`src/rtl/cam_read_pipe_if.sv`:
```
// Request/response bundle for cam_read_pipe. Optional parity_o exists only when
// CAM_READ_PARITY_EN is defined.
interface cam_read_pipe_if #(
    parameter int unsigned DATA_WIDTH = 32,
    parameter int unsigned DEPTH      = 32,
    parameter int unsigned ADDR_WIDTH = 5
);
    localparam int unsigned SIZE = DEPTH * DATA_WIDTH;

    logic [SIZE-1:0]       all_data_i;
    logic [ADDR_WIDTH-1:0] index_i;
    logic [DEPTH-1:0]      read_valid_i;
    logic                  req_i;
    logic                  req_ready_o;
    logic                  resp_valid_o;
    logic                  resp_ready_i;
    logic [DATA_WIDTH-1:0] data_o;
    logic                  read_valid_o;
    logic                  err_o;
`ifdef CAM_READ_PARITY_EN
    logic                  parity_o;
`endif

    // The read pipe itself.
    modport slave (
        input  all_data_i, index_i, read_valid_i, req_i, resp_ready_i,
        output req_ready_o, resp_valid_o, data_o, read_valid_o, err_o
`ifdef CAM_READ_PARITY_EN
        , output parity_o
`endif
    );

    modport master (
        output all_data_i, index_i, read_valid_i, req_i, resp_ready_i,
        input  req_ready_o, resp_valid_o, data_o, read_valid_o, err_o
`ifdef CAM_READ_PARITY_EN
        , input parity_o
`endif
    );
endinterface

```
`src/rtl/cam_read_pipe.sv`:
```
// Registered CAM read port: entry select + hit reduction into a 2-entry response FIFO.
// Optional per-entry data parity output enabled by CAM_READ_PARITY_EN.
module cam_read_pipe #(
    parameter int unsigned DATA_WIDTH = 32,
    parameter int unsigned DEPTH      = 32,
    parameter int unsigned ADDR_WIDTH = 5
) (
    input logic            clk,
    input logic            reset,
    cam_read_pipe_if.slave bus
);
    typedef enum logic [1:0] {StEmpty, StOne, StFull} state_e;

    typedef struct packed {
        logic [DATA_WIDTH-1:0] data;
        logic                  hit;
        logic                  err;
`ifdef CAM_READ_PARITY_EN
        logic                  parity;
`endif
    } entry_t;

    state_e state_q, state_d;
    entry_t head_q, head_d;
    entry_t tail_q, tail_d;
    entry_t cap;
    logic   in_range;
    logic   multi_hit;
    logic   accept;
    logic   pop;

    assign in_range  = 32'(bus.index_i) < DEPTH;
    // Clearing the lowest set bit leaves something only if two or more bits were set.
    assign multi_hit = |(bus.read_valid_i & (bus.read_valid_i - {{(DEPTH-1){1'b0}}, 1'b1}));

    always_comb begin
        cap = '0;
        for (int unsigned k = 0; k < DEPTH; k++) begin
            if (bus.index_i == ADDR_WIDTH'(k)) begin
                cap.data = bus.all_data_i[k*DATA_WIDTH +: DATA_WIDTH];
            end
        end
        cap.hit = in_range && (|bus.read_valid_i);
        cap.err = !in_range || multi_hit;
`ifdef CAM_READ_PARITY_EN
        cap.parity = ^cap.data;
`endif
    end

    assign accept = bus.req_i && (state_q != StFull);
    assign pop    = (state_q != StEmpty) && bus.resp_ready_i;

    always_comb begin
        state_d = state_q;
        head_d  = head_q;
        tail_d  = tail_q;
        unique case (state_q)
            StEmpty: begin
                if (accept) begin
                    state_d = StOne;
                    head_d  = cap;
                end
            end
            StOne: begin
                if (accept && pop) begin
                    head_d = cap;
                end else if (accept) begin
                    state_d = StFull;
                    tail_d  = cap;
                end else if (pop) begin
                    state_d = StEmpty;
                    head_d  = '0;
                end
            end
            StFull: begin
                if (pop) begin
                    state_d = StOne;
                    head_d  = tail_q;
                    tail_d  = '0;
                end
            end
            default: begin
                state_d = StEmpty;
                head_d  = '0;
                tail_d  = '0;
            end
        endcase
    end

    always_ff @(posedge clk) begin
        if (reset) begin
            state_q <= StEmpty;
            head_q  <= '0;
            tail_q  <= '0;
        end else begin
            state_q <= state_d;
            head_q  <= head_d;
            tail_q  <= tail_d;
        end
    end

    // Head is zeroed whenever the buffer drains, so idle outputs read as 0.
    assign bus.req_ready_o  = (state_q != StFull);
    assign bus.resp_valid_o = (state_q != StEmpty);
    assign bus.data_o       = head_q.data;
    assign bus.read_valid_o = head_q.hit;
    assign bus.err_o        = head_q.err;
`ifdef CAM_READ_PARITY_EN
    assign bus.parity_o     = head_q.parity;
`endif
endmodule

```
`src/flat_wrapper.sv`:
```
// flat-port wrapper written by rule: the top's interface ports become plain ports
module cam_read_pipe_flat 
#(
    parameter int unsigned DATA_WIDTH = 32,
    parameter int unsigned DEPTH      = 32,
    parameter int unsigned ADDR_WIDTH = 5
)
  (clk, reset, bus_all_data_i, bus_index_i, bus_read_valid_i, bus_req_i, bus_resp_ready_i, bus_req_ready_o, bus_resp_valid_o, bus_data_o, bus_read_valid_o, bus_err_o);
  cam_read_pipe_if #(.DATA_WIDTH(DATA_WIDTH), .DEPTH(DEPTH), .ADDR_WIDTH(ADDR_WIDTH)) bus_i ();
  input logic clk;
  input logic reset;
  input wire logic [$bits(bus_i.all_data_i)-1:0] bus_all_data_i;
  input wire logic [$bits(bus_i.index_i)-1:0] bus_index_i;
  input wire logic [$bits(bus_i.read_valid_i)-1:0] bus_read_valid_i;
  input wire logic [$bits(bus_i.req_i)-1:0] bus_req_i;
  input wire logic [$bits(bus_i.resp_ready_i)-1:0] bus_resp_ready_i;
  output wire logic [$bits(bus_i.req_ready_o)-1:0] bus_req_ready_o;
  output wire logic [$bits(bus_i.resp_valid_o)-1:0] bus_resp_valid_o;
  output wire logic [$bits(bus_i.data_o)-1:0] bus_data_o;
  output wire logic [$bits(bus_i.read_valid_o)-1:0] bus_read_valid_o;
  output wire logic [$bits(bus_i.err_o)-1:0] bus_err_o;
  assign bus_i.all_data_i = bus_all_data_i;
  assign bus_i.index_i = bus_index_i;
  assign bus_i.read_valid_i = bus_read_valid_i;
  assign bus_i.req_i = bus_req_i;
  assign bus_i.resp_ready_i = bus_resp_ready_i;
  assign bus_req_ready_o = bus_i.req_ready_o;
  assign bus_resp_valid_o = bus_i.resp_valid_o;
  assign bus_data_o = bus_i.data_o;
  assign bus_read_valid_o = bus_i.read_valid_o;
  assign bus_err_o = bus_i.err_o;
  cam_read_pipe #(.DATA_WIDTH(DATA_WIDTH), .DEPTH(DEPTH), .ADDR_WIDTH(ADDR_WIDTH)) u_core (.clk(clk), .reset(reset), .bus(bus_i));
endmodule
```
`config.mk`:
```
export PLATFORM = sky130hd
export DESIGN_NAME = cam_read_pipe_flat
export DESIGN_NICKNAME = d
export VERILOG_FILES = /design/src/rtl/cam_read_pipe_if.sv /design/src/rtl/cam_read_pipe.sv /design/src/flat_wrapper.sv
export SDC_FILE = /design/constraint.sdc
export NUM_CORES = 1
export LEC_CHECK = 0
export CELL_PAD_IN_SITES_DETAIL_PLACEMENT = 1
export CELL_PAD_IN_SITES_GLOBAL_PLACEMENT = 1
export CORE_AREA = 2 2 431 433
export CTS_CLUSTER_DIAMETER = 80
export DETAILED_ROUTE_END_ITERATION = 10
export DIE_AREA = 0 0 433 435
export PLACE_DENSITY = 0.4
export SETUP_SLACK_MARGIN = 0.15
export SYNTH_ARGS = -nofsm -noshare
export SYNTH_HDL_FRONTEND = slang
export SYNTH_SLANG_ARGS = --single-unit
```
`constraint.sdc`:
```
create_clock -name clk -period 2.95 [get_ports clk]
set_input_delay 0.295 -clock clk [delete_from_list [all_inputs] [get_ports clk]]
set_output_delay 0.295 -clock clk [all_outputs]
set_load 0.1 [all_outputs]
```
# After elaboration in Yosys (flattened, before gate mapping)

Index checks and enable logic that the tools add are counted.

Bits in read-only memories: 0
Register bits after elaboration: 70
Memories kept: 0
Bits in latches: 0
Output and inout port bits: 36
Memory bits (writable): 0

Add/sub/neg operators: 1
Equality and inequality tests: 41
Divide/modulo/power cells: 0
Bitwise operators: 2
$lt $le $gt $ge: 0
Muxes and demuxes: 46
Shifts and indexed selects: 0
$mul: 0
Reduce and logical (&&, ||, !) cells: 11

Operators by type and width:

| cell                                                   | count |
|---|---|
| two-way mux 32 bit                                     | 32 |
| two-way mux 34 bit                                     | 6 |
| one-hot mux 34 bit (3 select lines)                    | 2 |
| == test 5 bit (second input constant)                  | 16 |
| OR reduction 32 bit                                    | 2 |
| == test 5 x 4 -> 1 bit (second input constant)         | 8 |
| AND 32 bit                                             | 1 |
| subtractor 32 x 1 -> 32 bit (second input constant)    | 1 |
| == test 5 x 3 -> 1 bit (second input constant)         | 4 |
| AND reduction 4 bit                                    | 3 |
| == test 5 x 2 -> 1 bit (second input constant)         | 2 |
| two-way mux 2 bit                                      | 5 |
| inequality test 2 x 1 -> 1 bit (second input constant) | 3 |
| inequality test 3 x 1 -> 1 bit (second input constant) | 2 |
| one-hot mux 2 bit (3 select lines)                     | 1 |
| == test 5 x 1 -> 1 bit (second input constant)         | 1 |
| zero test 5 bit                                        | 1 |
| inequality test 2 bit (second input constant)          | 2 |
| logical AND 1 bit                                      | 3 |
| inequality test 3 bit (second input constant)          | 1 |
| == test 2 x 1 -> 1 bit (second input constant)         | 1 |
| == test 2 bit (second input constant)                  | 1 |
| zero test 2 bit                                        | 1 |
| nonzero test 2 bit                                     | 1 |
| inverter 1 bit                                         | 1 |

# Depth between registers and ports, before layout

Depth in word-level cells: 36
Mapped depth: 12

# Worst setup path after synthesis

No wires, ideal clock.

Path type: in2reg
Start point: input bus_index_i[0]
End point: register u_core.tail_q[19] (netlist name)
Path buffers: 5
Library setup time: 0.117 ns
Required time: 2.833 ns
Slack: 0.807 ns
Stages: 9
Arrival time: 2.026 ns
Cells stage by stage: buf_4 buf_6 buf_4 buf_2 buf_2 mux2_2 o221ai_1 o211ai_2 a32o_1

Longest elaborated chain between the ends: 36
Elaborated cells between the ends (all ways): 67
Those cells by class: eq/ne (31); mux (35); reduce/logical (1)

Ends and longest elaborated chain:

| what                                  | RTL line            | text |
|---|---|---|
| start: declaration                    | flat_wrapper.sv:13  | `input wire logic [$bits(bus_i.index_i)-1:0] bus_index_i;` |
| zero test 5 bit                       | cam_read_pipe.sv:39 | `if (bus.index_i == ADDR_WIDTH'(k)) begin` |
| two-way mux 32 bit (31 in a row)      | cam_read_pipe.sv:39 |  |
| two-way mux 32 bit *                  | cam_read_pipe.sv:39 |  |
| two-way mux 34 bit *                  | cam_read_pipe.sv:67 | `end else if (accept) begin` |
| two-way mux 34 bit *                  | cam_read_pipe.sv:65 | `if (accept && pop) begin` |
| one-hot mux 34 bit (3 select lines) * | cam_read_pipe.sv:57 | `unique case (state_q)` |
| end signal: assignment                | cam_read_pipe.sv:98 | `tail_q <= tail_d;` |
| end: declaration                      | cam_read_pipe.sv:25 | `entry_t tail_q, tail_d;` |

Every way passes the cells marked *; elsewhere a longest branch is shown, timed or not. The select of a mux whose other input is x is not followed.
A chain may end at the register's enable or synchronous reset.

# Worst setup path after layout

Start point: input bus_index_i[1]
End point: register u_core.head_q, in the netlist u_core.bus.data_o[12]

Longest elaborated chain between the ends: 35
Elaborated cells between the ends (all ways): 67
Those cells by class: eq/ne (31); mux (35); reduce/logical (1)

Ends and longest elaborated chain:

| what                                         | RTL line                                 | text |
|---|---|---|
| zero test 5 bit                              | cam_read_pipe.sv:39                      |  |
| two-way mux 32 bit (31 in a row)             | cam_read_pipe.sv:39                      |  |
| two-way mux 32 bit *                         | cam_read_pipe.sv:39                      |  |
| two-way mux 34 bit, on equally long branches | cam_read_pipe.sv:65, cam_read_pipe.sv:59 |  |
| one-hot mux 34 bit (3 select lines) *        | cam_read_pipe.sv:57                      |  |
| end signal: assignment                       | cam_read_pipe.sv:93                      | `head_q <= '0;` |
| end signal: assignment                       | cam_read_pipe.sv:97                      | `head_q <= head_d;` |
| end: declaration                             | cam_read_pipe.sv:24                      | `entry_t head_q, head_d;` |

Marked as above.

==> impl_results.md <==
- Status: finished, final reports clean
- Io pins: 1101
- Crit path cell chain: buf_12 -> buf_12 -> buf_6 -> or2_4 -> buf_12 -> nor3_4 -> buf_12 -> a222oi_1 -> bufbuf_16 -> nand4_1 -> o21ai_2 -> and3_1 -> a21oi_1
- DRC viols: 0
- Simple-Gate Fraction of Synth Area: between 20% and 30%
- Post-synthesis register bit count: 70
- Non-filler instance count after layout: 5825
- FF/Latch Area: about 1400 um2
- Max Freq: 0.3471 GHz
- Synth top area share: 11.22%
- Setup-failing EPs final: 0
- Fillers: 21643
- Pwr Density: 224.5 nW/um2
- Worst Setup End Kind: register
- Final net count: 4359
- Placed cell count: roughly 5700
- Layout area overhead: 155.1%
- Clk_skew: 7.657 ps
- Crit path time final: roughly 2900 ps
- Initial antenna violation count: 184
- Worst Tran Pin Value: 1317 ps
- Placed inst area: 30980 um2
- Max-capacitance violation count: 0
- Final Cycle Share: 97.67%
- Clock buffer depth: 2
- Layout cells sized above 1: 23.20%
- Sequential share of the synthesized area: 11.22%
- Largest net degree at the start of global routing: 42
- Die X: 433 um
- Max incr delay on CP: 1110 ps
- Slew HR: 12.21%
- Leak: 11.58 nW
- Synth Area in XOR/XNOR: 0%
- Ys flop type: dfxtp_1
- Leading area contributor after synthesis: dfxtp_1
- Yosys cell types: ~100
- Worst setup path class: in2reg
- CP required: 3180 ps
- Vias per inst: roughly 4.2
- Final Hold Viols: 0
- Post-Syn Nets: between 2000 and 3000
- Die H: 435 um
- Post-Synth Adder-Cell Area: less than 1%
- Mapped cell area: 12480 um2
- Num CTS Buffers: 9
- Global route overflow: 0
- TritonCTS clock tree: yes
- Largest family of logic cells by synthesized area: compound AO/OA/AOI/OAI gates
- Slew Limit Fails: 0
- Starting Density: just under 7%
- Hold crit path type: reg2reg
- Tot GR Track Use: 26.07%
- Iteration-0 DRC Markers: 2021
- Unrepaired setup endpoints after global routing: yes
- Number of global-route vias before repair: 25005
- CP startpoint kind: primary input
- Critical path fanouts, max: 7
- Utilization after layout: 17.30%
- # H-tree levels: 3
- Largest cells by area after synthesis: dfxtp_1, a22oi_1, o21ai_0
- Core footprint: 184000 um2
- Hold buffer count at CTS: 0
- DP HPWL: 228900 um
- Clk root buf: clkbuf_16
- Top-count cell post-synth: a22oi_1
- Die Area: ~190000 um2
- Wire length per cell: around 44 um
- Clock Sinks: 70
- Drt first pass iters: 5
- Most Frequent Cell on Critical Path: buf_12
- Crit path arrival time: 3110 ps
- Finished Cell Area: 31850 um2
- Total number of vias: 24228
- Synth Warn #: 0
- Multi-input logic area: around 11000 um2
- Post-Syn Area per Cell: 6.955 um2
- Cell Rows: 158
- Clk_lat worst skew: 360 ps
- Synth async-reset ratio: 0%
- Synth top cells by count: a22oi_1, nand2_1, nor2_1, o21ai_0, a21oi_1
- Post-route ant nets: 0
- First-pass GRT wire length: just over 300000 um
- Critical path's slowest cell: a222oi_1
- Synth Area in Compound Gates: 48.29%
- Max rail drop VDD: 0.0002872 V
- Post-synth EDFFs: 0
- Routed Wire Length: 254700 um
- Mux share of post-synthesis cell area: about 5.4%
- PortBufs: 1100
- Post-synthesis cell count: 1795
- GP Congestion: 0.9486
- Clk slew on worst S/H paths: around 60 ps
state kept, by name (all words and copies together), names as in the netlist:
name                     flops
u_core.tail_q               34
u_core.bus.data_o           32
u_core.bus.read_valid_o      1
u_core.state_q               2
u_core.bus.err_o             1
metal layers:
layer | vias to the layer above | GRT usage (%) | routed length, um
met2 | 1105 | 46.78 | 128600
li1 | 10292 | - | -
met5 | - | 0 | 632
met3 | 399 | 6.122 | 15750
met4 | 102 | 8.177 | 9262
met1 | 12330 | 30.19 | 100500
path summary, 6_finish.rpt:
check / startpoint / to / slack (ps) / cells after the start
worst max-delay path: bus_index_i[1] / u_core.bus.data_o[12] / 70 / 13
worst min-delay path: u_core.tail_q[28] / u_core.tail_q[28] / 450 / 2
worst max register to register: u_core.state_q[0] / u_core.bus.data_o[18] / 550 / 9
worst min register to register: u_core.tail_q[28] / u_core.tail_q[28] / 450 / 2
area by class of cell:
type	count	share of cell area, %
antenna	47	0.3693
clock buffer	11	0.7621
clock inverter	4	0.1493
inverter	15	0.1846
multi-input combinational	1532	33.01
sequential	70	4.400
tap	2480	9.743
timing repair buffer	1666	51.38
timing repair:
item                       4_1_cts  5_1_grt
resized for setup               29       15
buffers inserted                21        9
pin swaps                        8        9
gates cloned                     1        0
setup endpoints to repair       25       29
through the flow:
stage	TNS [ps]	hold slack [ps]	worst slack (ps)	power (mW)
floorplan	0	424.9	806.5	2.419
global placement	-13290	434.5	-945.4	5.945
detailed placement	-13740	443.9	-944.6	5.936
CTS	0	452.6	56.06	7.173
global route	0	484.4	115.7	7.358
finish	0	448.9	68.78	7.149
cells in the final DEF (no fill, tap or decap), types with 30 or more instances in the layout:
cell | Yosys | routed
a221oi_1 | 35 | 35
buf_4 | 23 | 507
and3_1 | 41 | 40
nand2_1 | 154 | 153
nor3_1 | 46 | 41
o21ai_0 | 141 | 140
o22ai_1 | 42 | 41
diode_2 | 0 | 47
nand4_1 | 30 | 30
nor2_1 | 141 | 120
clkdlybuf4s50_1 | 0 | 1059
nand3_1 | 62 | 62
a21oi_1 | 129 | 128
mux2i_1 | 43 | 43
buf_12 | 0 | 87
dfxtp_1 | 70 | 70
a22o_1 | 36 | 36
a22oi_1 | 158 | 158
kinds of logic (layout without fill, tap and decap cells):
kind of cell,after synthesis,in the layout
other,0,47
and+or+nand+nor,630,630
AOI/OAI and AO/OA,840,840
muxes,61,61
DFF,70,70
adders and majority gates,1,1
buffers and inverters,193,1696
worst max-delay path, delay by kind of cell:
kind                   cells  cell delay (ps)
buffers and inverters      6              980
AO/OA/AOI/OAI              3             1390
AND/OR/NAND/NOR            4              450
where the power goes:
group          switching (mW)  internal (mW)  leakage [nW]
Sequential             0.0519           1.01         0.570
Combinational            2.62           2.31          10.9
Clock                   0.477          0.670         0.142
Total                    3.15           4.00          11.6
(Power assumes the default switching activity.)
